**config.mk**
```make
export PLATFORM = sky130hd
export DESIGN_NAME = div_hilo_unit
export DESIGN_NICKNAME = d
export VERILOG_FILES = /design/src/rtl/div_hilo_unit.sv
export SDC_FILE = /design/constraint.sdc
export NUM_CORES = 1
export LEC_CHECK = 0
export ABC_AREA = 1
export BUFFER_PORTS_ARGS = -buffer_cell sky130_fd_sc_hd__buf_2
export CELL_PAD_IN_SITES_DETAIL_PLACEMENT = 0
export CELL_PAD_IN_SITES_GLOBAL_PLACEMENT = 1
export CORE_MARGIN = 2
export CORE_UTILIZATION = 40
export CTS_BUF_LIST = sky130_fd_sc_hd__clkbuf_8
export CTS_CLUSTER_SIZE = 10
export DETAILED_ROUTE_END_ITERATION = 6
export HOLD_SLACK_MARGIN = 0.15
export PLACE_DENSITY_LB_ADDON = 0.2
export SLEW_MARGIN = 10
export SYNTH_ARGS = -nofsm -noshare
export SYNTH_HDL_FRONTEND = slang
export SYNTH_SLANG_ARGS = --single-unit
```
**constraint.sdc**
```tcl
create_clock -name Clk -period 5.3 [get_ports Clk]
set_input_delay 0.53 -clock Clk [delete_from_list [all_inputs] [get_ports Clk]]
set_output_delay 0.53 -clock Clk [all_outputs]
set_load 0.02 [all_outputs]
```
**src/rtl/div_hilo_unit.sv**
```systemverilog
// div_hilo_unit: multi-cycle restoring radix-2 divider that owns the HI/LO
// registers. It serves DIV/DIVU (LO=quotient, HI=remainder), MTHI/MTLO writes,
// and MFHI/MFLO reads through HiOut/LoOut.
// Ports:
//   Clk, Reset_n        clock, asynchronous active-low reset
//   Start, Signed, A, B divide request and operands (sampled in IDLE only)
//   MoveHi, MoveLo      MTHI/MTLO strobes with MoveData (IDLE, Start=0 only)
//   Busy, Done          divide in progress / one-cycle completion pulse
//   DivByZero           set with Done when the divisor was zero
//   HiOut, LoOut        HI/LO register contents
module div_hilo_unit #(
  parameter int unsigned WIDTH = 32
) (
  input  logic             Clk,
  input  logic             Reset_n,
  input  logic             Start,
  input  logic             Signed,
  input  logic [WIDTH-1:0] A,
  input  logic [WIDTH-1:0] B,
  input  logic             MoveHi,
  input  logic             MoveLo,
  input  logic [WIDTH-1:0] MoveData,
  output logic             Busy,
  output logic             Done,
  output logic             DivByZero,
  output logic [WIDTH-1:0] HiOut,
  output logic [WIDTH-1:0] LoOut
);

  localparam int unsigned CNT_W = $clog2(WIDTH + 1);

  typedef enum logic [1:0] {IDLE, DIVIDE, FIX} state_e;

  state_e             state_q, state_d;
  logic [WIDTH:0]     rem_q, rem_d;
  logic [WIDTH-1:0]   quot_q, quot_d;
  logic [WIDTH-1:0]   dvsr_q, dvsr_d;
  logic [CNT_W-1:0]   cnt_q, cnt_d;
  logic               neg_quot_q, neg_quot_d;
  logic               neg_rem_q, neg_rem_d;
  logic               zero_op_q, zero_op_d;
  logic               busy_q, busy_d;
  logic               done_q, done_d;
  logic               dbz_q, dbz_d;
  logic [WIDTH-1:0]   hi_q, hi_d;
  logic [WIDTH-1:0]   lo_q, lo_d;

  // Operand magnitudes and signs (signs only matter in signed mode).
  logic               a_neg_c, b_neg_c;
  logic [WIDTH-1:0]   a_abs_c, b_abs_c;
  // One restoring step: shift in next dividend bit, trial-subtract divisor.
  logic [WIDTH:0]     rem_shift_c, rem_sub_c;
  logic               rem_ge_c;

  always_comb begin
    a_neg_c     = Signed & A[WIDTH-1];
    b_neg_c     = Signed & B[WIDTH-1];
    a_abs_c     = a_neg_c ? WIDTH'(-A) : A;
    b_abs_c     = b_neg_c ? WIDTH'(-B) : B;
    rem_shift_c = {rem_q[WIDTH-1:0], quot_q[WIDTH-1]};
    rem_ge_c    = rem_shift_c >= {1'b0, dvsr_q};
    rem_sub_c   = rem_shift_c - {1'b0, dvsr_q};
  end

  // Next-state and datapath control.
  always_comb begin
    state_d    = state_q;
    rem_d      = rem_q;
    quot_d     = quot_q;
    dvsr_d     = dvsr_q;
    cnt_d      = cnt_q;
    neg_quot_d = neg_quot_q;
    neg_rem_d  = neg_rem_q;
    zero_op_d  = zero_op_q;
    busy_d     = busy_q;
    done_d     = 1'b0;
    dbz_d      = dbz_q;
    hi_d       = hi_q;
    lo_d       = lo_q;

    unique case (state_q)
      IDLE: begin
        if (Start) begin
          busy_d     = 1'b1;
          dbz_d      = 1'b0;
          cnt_d      = CNT_W'(WIDTH);
          rem_d      = '0;
          dvsr_d     = b_abs_c;
          neg_quot_d = a_neg_c ^ b_neg_c;
          neg_rem_d  = a_neg_c;
          if (B == '0) begin
            // Divide by zero skips the iterations; keep raw A for HI.
            zero_op_d = 1'b1;
            quot_d    = A;
            state_d   = FIX;
          end else begin
            zero_op_d = 1'b0;
            quot_d    = a_abs_c;
            state_d   = DIVIDE;
          end
        end else begin
          if (MoveHi) hi_d = MoveData;
          if (MoveLo) lo_d = MoveData;
        end
      end
      DIVIDE: begin
        rem_d  = rem_ge_c ? rem_sub_c : rem_shift_c;
        quot_d = {quot_q[WIDTH-2:0], rem_ge_c};
        cnt_d  = cnt_q - CNT_W'(1);
        if (cnt_q == CNT_W'(1)) state_d = FIX;
      end
      FIX: begin
        busy_d  = 1'b0;
        done_d  = 1'b1;
        state_d = IDLE;
        if (zero_op_q) begin
          hi_d  = quot_q;
          lo_d  = '1;
          dbz_d = 1'b1;
        end else begin
          lo_d = neg_quot_q ? WIDTH'(-quot_q) : quot_q;
          hi_d = neg_rem_q ? WIDTH'(-rem_q[WIDTH-1:0]) : rem_q[WIDTH-1:0];
        end
      end
      default: state_d = IDLE;
    endcase
  end

  // State and datapath registers.
  always_ff @(posedge Clk or negedge Reset_n) begin
    if (!Reset_n) begin
      state_q    <= IDLE;
      rem_q      <= '0;
      quot_q     <= '0;
      dvsr_q     <= '0;
      cnt_q      <= '0;
      neg_quot_q <= 1'b0;
      neg_rem_q  <= 1'b0;
      zero_op_q  <= 1'b0;
      busy_q     <= 1'b0;
      done_q     <= 1'b0;
      dbz_q      <= 1'b0;
      hi_q       <= '0;
      lo_q       <= '0;
    end else begin
      state_q    <= state_d;
      rem_q      <= rem_d;
      quot_q     <= quot_d;
      dvsr_q     <= dvsr_d;
      cnt_q      <= cnt_d;
      neg_quot_q <= neg_quot_d;
      neg_rem_q  <= neg_rem_d;
      zero_op_q  <= zero_op_d;
      busy_q     <= busy_d;
      done_q     <= done_d;
      dbz_q      <= dbz_d;
      hi_q       <= hi_d;
      lo_q       <= lo_d;
    end
  end

  assign Busy      = busy_q;
  assign Done      = done_q;
  assign DivByZero = dbz_q;
  assign HiOut     = hi_q;
  assign LoOut     = lo_q;

endmodule

```
# Word-level counts from Yosys, hierarchy flattened
# Index checks and enable logic that the tools add are counted.
[word_totals] ff_bits=174 out_inout_bits=67 in_bits=102 elab_cells=74 latch_bits=0 memories=0 romBits=0 ramBits=0
[classes] mux=31 bitwise=3 reduce_logical=11 magnitude_cmp=1 div_mod_pow=0 shift=0 n_eq_ne=9 addsub=6 n_mul=0
[ops] cell="$mux 32" n=14
[ops] cell="$pmux 32 s2" n=4
[ops] cell="$neg 32->32" n=4
[ops] cell="$ge 33x32->1" n=1
[ops] cell="$logic_not 32->1" n=1
[ops] cell="$sub 32x32->32" n=1
[ops] cell="$ne 2x2->1 const B" n=6
[ops] cell="$pmux 6 s2" n=1
[ops] cell="$reduce_and 3->1" n=3
[ops] cell="$reduce_and 2->1" n=4
[ops] cell="$eq 6x1->1 const B" n=1
[ops] cell="$mux 2" n=3
[ops] cell="$mux 6" n=1
[ops] cell="$sub 6x1->6 const B" n=1
[ops] cell="$mux 1" n=5
[ops] cell="$pmux 1 s2" n=2
[ops] cell="$pmux 2 s2" n=1
[ops] cell="$reduce_bool 2->1" n=2
[ops] cell="$and 1x1->1" n=2
[ops] cell="$eq 2x1->1 const B" n=1
[ops] cell="$eq 2x2->1 const B" n=1
[ops] cell="$logic_not 2->1" n=1
[ops] cell="$xor 1x1->1" n=1

# Longest topological paths before layout
[depth] ltp_word=5 mapped_depth=16 mapped_depth_nobuf=16

# Worst setup path after synthesis
# No wires, ideal clock.
[synth_timing] path_type="register to register" from="reg rem_q[19]" to="reg rem_q[0]" arrival_ps=1831 synth_period_minus_slack_ps=1950 slack_ps=3350 required_time_ps=5182 path_stages_with_launch=15 path_cell_list="dfrtp_1 > ha_1 > nand2_1 > inv_1 > nand2_1 > nand2_1 > nand2_1 > nand2_1 > nand2_1 > nand2_1 > nor2_4 > buf_2 > nand3_1 > nand3_1 > nand2_1"
[synth_via] elab_chain_cells=3
[synth_rtl] item="start: declaration" line="35" source="logic [WIDTH:0] rem_q, rem_d;"
[synth_rtl] item="start signal: assignment" line="147" source="rem_q <= rem_d;"
[synth_rtl] item="$ge 33x32->1" line="61" source="rem_ge_c = rem_shift_c >= {1'b0, dvsr_q};"
[synth_rtl] item="$mux 32" line="107" source="rem_d = rem_ge_c ? rem_sub_c : rem_shift_c;"
[synth_rtl] item="$pmux 32 s2" line="81" source="unique case (state_q)"
# No other way between the ends.
# A chain may end at the register's enable or synchronous reset.

# Worst setup path in the final report
[layout_timing] from="reg state_q[0]" to="reg hi_q[29] (netlist: HiOut[29])"
[layout_via] elab_chain_cells=3 elab_cells_between_ends=7
[layout_rtl] item="start: declaration" line="34" source="state_e state_q, state_d;"
[layout_rtl] item="start signal: assignment" line="146" source="state_q <= state_d;"
[layout_rtl] item="$logic_not 2->1 / $eq 2x2->1 (equally long branches)" line="81"
[layout_rtl] item="$ne 2x2->1 (no line) / $reduce_bool 2->1 (equally long branches)"
[layout_rtl] item="$reduce_and 3->1 (no line)"
[layout_rtl] item="end signal: assignment" line="157" source="hi_q <= hi_d;"
[layout_rtl] item="end: declaration" line="45" source="logic [WIDTH-1:0] hi_q, hi_d;"
# Parallel ways exist; a longest one is shown, timed or not.

==> summary.md <==
| Metric | Value |
|---|---|
| Final Cycle Share | 0.6691 |
| CTS Buf Count | 17 |
| Worst r2r dst | HiOut[29]$_DFFE_PN0P_ |
| Arrival @ worst endpoint | 3890 ps |
| Vias per std cell | 5.210 |
| I/O pins | 169 |
| VDD IR max | 0.2485 mV |
| First-pass GRT wire length | 76400 um |
| Detailed Place HPWL | 38960 um |
| Antenna violations before repair | 0 |
| Internal power | 4.880 mW |
| # setup viols final | 0 |
| # H-tree levels | 4 |
| Status | finished, final reports clean |
| Die X-Extent | 192.9 um |
| Max-slew violations | 0 |
| Setup bufs post-CTS | 0 |
| WL/cell | 17.39 um |
| Yosys warnings | 0 |
| Clock Path Buffers | 2 |
| CTS sink cnt | 174 |
| Post-Route WL | 49460 um |
| Initial Utilization | 0.4040 |
| Via count | 14.82k |
| Crit Path Category | flop to flop |
| Register area | 4354 um2 |
| Detailed Routing Iterations Pass 1 | 6 |
| Clk pin slew, worst setup/hold paths | 110 ps |
| Crit path to | HiOut[29]$_DFFE_PN0P_ |
| Die Area | 37190 um2 |
| Comb power frac | 0.670 |
| Mapped Area | 14270 um2 |
| P&R area growth vs syn | 10.63% |
| Fraction of layout cells with a size suffix above 1 | 0.1116 |
| Post-synthesis cell count | 2251 |
| FP Rows | 69 |
| Met3 GRT Util | 0.04546 |
| Worst reg2reg startpoint | state_q[0]$_DFFE_PN0P_ |
| Largest net degree at the start of global routing | 107 |
| Number of global-route vias before repair | 13.71k |
| Min-Delay Path Class | input port to flop |
| Final setup TNS | 0 ps |
| Mapped Avg Cell Area | 6.338 um2 |
| Static Leak | 8.178 nW |
| Area of the core | 35310 um2 |
| Sw frac | 0.5679 |
| Total Routing Usage GR | 0.2684 |
| Relative slew slack | 0.2085 |
| Die H | 192.9 um |
| Clock skew | 17.27 ps |
| Hold Fails Final Rpt | 0 |
| Area of the multi-input gates | 8342 um2 |
| Clk_lat worst skew | 480 ps |
| Diodes inserted | 0 |
| Gpl congestion | 0.9321 |
| Iteration-0 DRC Markers | 1410 |
| Post-DP Area | 15390 um2 |
| Worst-path fanout max | 59 |
| Fin nets | 2511 |
| Seq pwr share | 0.248 |
| Startpoint Class | flop |
| Drt drc | 0 |
| Minimum clock period after layout | 3546 ps |
| M1 GR Usage | 0.3980 |
| Max frequency | 282.0 MHz |
| Gr ovfl total | 0 |
| Post-route ant nets | 0 |
| Overall Power | 11.29 mW |
| Clock network power share | 0.083 |
| Synth Register Bits | 174 |
| Depth of the most critical reg-to-reg path | 9 |
| Setup slack, reg-to-reg | 1750 ps |
| Synth Net Count | 2392 |
| Port Buf Inserts | 168 |
| Ys flop type | dfrtp_1 |
| Fill cells | 3860 |
| Async S/R FF share, synth | 1.000 |
| Max-cap violations | 0 |
| M2 GR Usage | 0.4016 |
| Slew @ Worst Pin | 1186 ps |
| Worst EP required | 5640 ps |
| Final instance area | 15780 um2 |
| Number of distinct library cells after synthesis | 50 |
| GRT busiest layer | met2 |
| RSZ-0062 raised after global routing | no |
| Setup crit start | state_q[0]$_DFFE_PN0P_ |
| Root Driver | clkbuf_8 |
| Psw | 6.414 mW |
| Post-synth EDFFs | 0 |
| Seq/Total Area, Yosys | 0.3052 |
| P per Cell Area | 715.6 nW/um2 |
| Worst setup EP type | flop |
| CTS tree | done |
cell type report:
class / count / share of cell area
multi-input combinational: 1682 / 0.5285
sequential: 174 / 0.2759
inverter: 318 / 0.07579
timing repair buffer: 177 / 0.05890
tap: 461 / 0.03655
clock buffer: 17 / 0.01482
clock inverter: 15 / 0.009513
power groups by stage:
stage	combinational (mW)	sequential (mW)	clock (mW)
2_1_floorplan	5.31	2.75	0
3_3_place_gp	7.43	2.79	0
3_5_place_dp	7.53	2.80	0
4_1_cts	7.55	2.78	0.958
5_1_grt	8.58	2.87	1.01
6_report	7.56	2.80	0.932
logic make-up after synthesis:
group	Yosys count	share of synthesized area
AOI/OAI and AO/OA	307	0.1316
and+or+nand+nor	1282	0.3841
DFF	174	0.3052
adders and majority gates	39	0.03473
muxes	1	0.0007017
xor gates and xnor gates	53	0.03254
buffers and inverters	395	0.1111
how the worst min path moves through the flow:
stage                                       from                endpoint  slack, ps  cells after the start
after floorplan                          Reset_n        Busy$_DFFE_PN0P_        230                      0
after global placement    dvsr_q[17]$_DFFE_PN0P_  dvsr_q[17]$_DFFE_PN0P_        470                      2
after detailed placement  dvsr_q[30]$_DFFE_PN0P_  dvsr_q[30]$_DFFE_PN0P_        470                      2
after CTS                                  B[31]  dvsr_q[31]$_DFFE_PN0P_        270                      3
after global routing                       B[31]  dvsr_q[31]$_DFFE_PN0P_        320                      3
final                                      B[31]  dvsr_q[31]$_DFFE_PN0P_        310                      3
Yosys cell counts, types with 4 or more instances:
library cell  number  area, um2
nor3_1            21      105.1
a22oi_1           32      240.2
and2_1             6      37.54
nor3_2             4      40.04
nor2_4             5      56.30
nor2_1           235      882.1
dfrtp_1          174       4354
or2_2             19      118.9
buf_1              9      33.78
buf_4              8      60.06
buf_2             20      100.1
inv_1            311       1167
nand3_1          255       1276
a21boi_1           6      45.04
xnor2_1           21      183.9
inv_2              5      18.77
o21bai_1           5      37.54
a2bb2oi_1         31      271.5
a21boi_0          10      75.07
o211ai_1          13      97.59
nor2_2            10      62.56
nand3b_1           9      67.56
a21oi_1           80      400.4
ha_1              38      475.5
o21a_1            13      97.59
nand4_1           26      162.7
xor2_1            32      280.3
nand2_1          674       2530
buf_6              6      67.56
o21ai_0          103      515.5
clkbuf_1          34      127.6
worst max-delay path, stage by stage (launching register included):
cell	delay (ps)
dfrtp_1	470
nor2_1	180
nand2_2	580
inv_4	740
nor2_4	60
o21ai_2	70
buf_4	370
inv_2	370
or2_2	380
a21boi_0	120
cell usage in the layout (no fill, tap or decap), types with 4 or more instances in the layout:
master | Yosys | layout
xnor2_1 | 21 | 21
buf_4 | 8 | 7
nor2_4 | 5 | 7
nor3_1 | 21 | 21
nor2_1 | 235 | 233
a21oi_1 | 80 | 80
a22oi_1 | 32 | 32
inv_1 | 311 | 311
xor2_1 | 32 | 32
nand4_1 | 26 | 26
nor2_2 | 10 | 10
a21boi_0 | 10 | 10
buf_2 | 20 | 167
or2_2 | 19 | 19
nor3_2 | 4 | 4
o211ai_1 | 13 | 13
inv_6 | 0 | 4
nand2_1 | 674 | 674
o21a_1 | 13 | 13
clkbuf_8 | 0 | 17
a2bb2oi_1 | 31 | 31
o21ai_0 | 103 | 103
o21bai_1 | 5 | 5
ha_1 | 38 | 38
nand3_1 | 255 | 255
and2_1 | 6 | 6
dfrtp_1 | 174 | 174
inv_2 | 5 | 5
nand3b_1 | 9 | 9
a21boi_1 | 6 | 6
sequential cells by signal, indices dropped and copies added (netlist names):
signal	flops
Busy	1
zero_op_q	1
rem_q	32
dvsr_q	32
DivByZero	1
Done	1
quot_q	32
neg_rem_q	1
neg_quot_q	1
HiOut	32
cnt_q	6
state_q	2
LoOut	32
what timing repair did:
item | 4_1_cts | 5_1_grt
gates resized for setup | 0 | 0
hold buffers | 1 | 0
hold endpoints to repair | 68 | 0
per-stage QoR:
step	setup WS, ps	hold slack, ps	instances	utilization
2_1_floorplan	3351	234.4	2251	-
6_report	1754	307.4	2844	0.4470
5_1_grt	1435	316.8	2844	0.4470
4_1_cts	1773	273.3	2844	0.4470
3_3_place_gp	1864	468.3	2811	0.4358
3_5_place_dp	1780	472.2	2811	0.4358
routing by layer:
layer | share of wire | wire (um) | vias to the layer above
met3 | 0.069 | 3415 | 49
met4 | 0.020 | 1011 | 0
li1 | - | - | 7454
met1 | 0.49 | 24060 | 6844
met5 | 0 | 0 | -
met2 | 0.42 | 20970 | 470
Power figures use the tool's default switching activity.
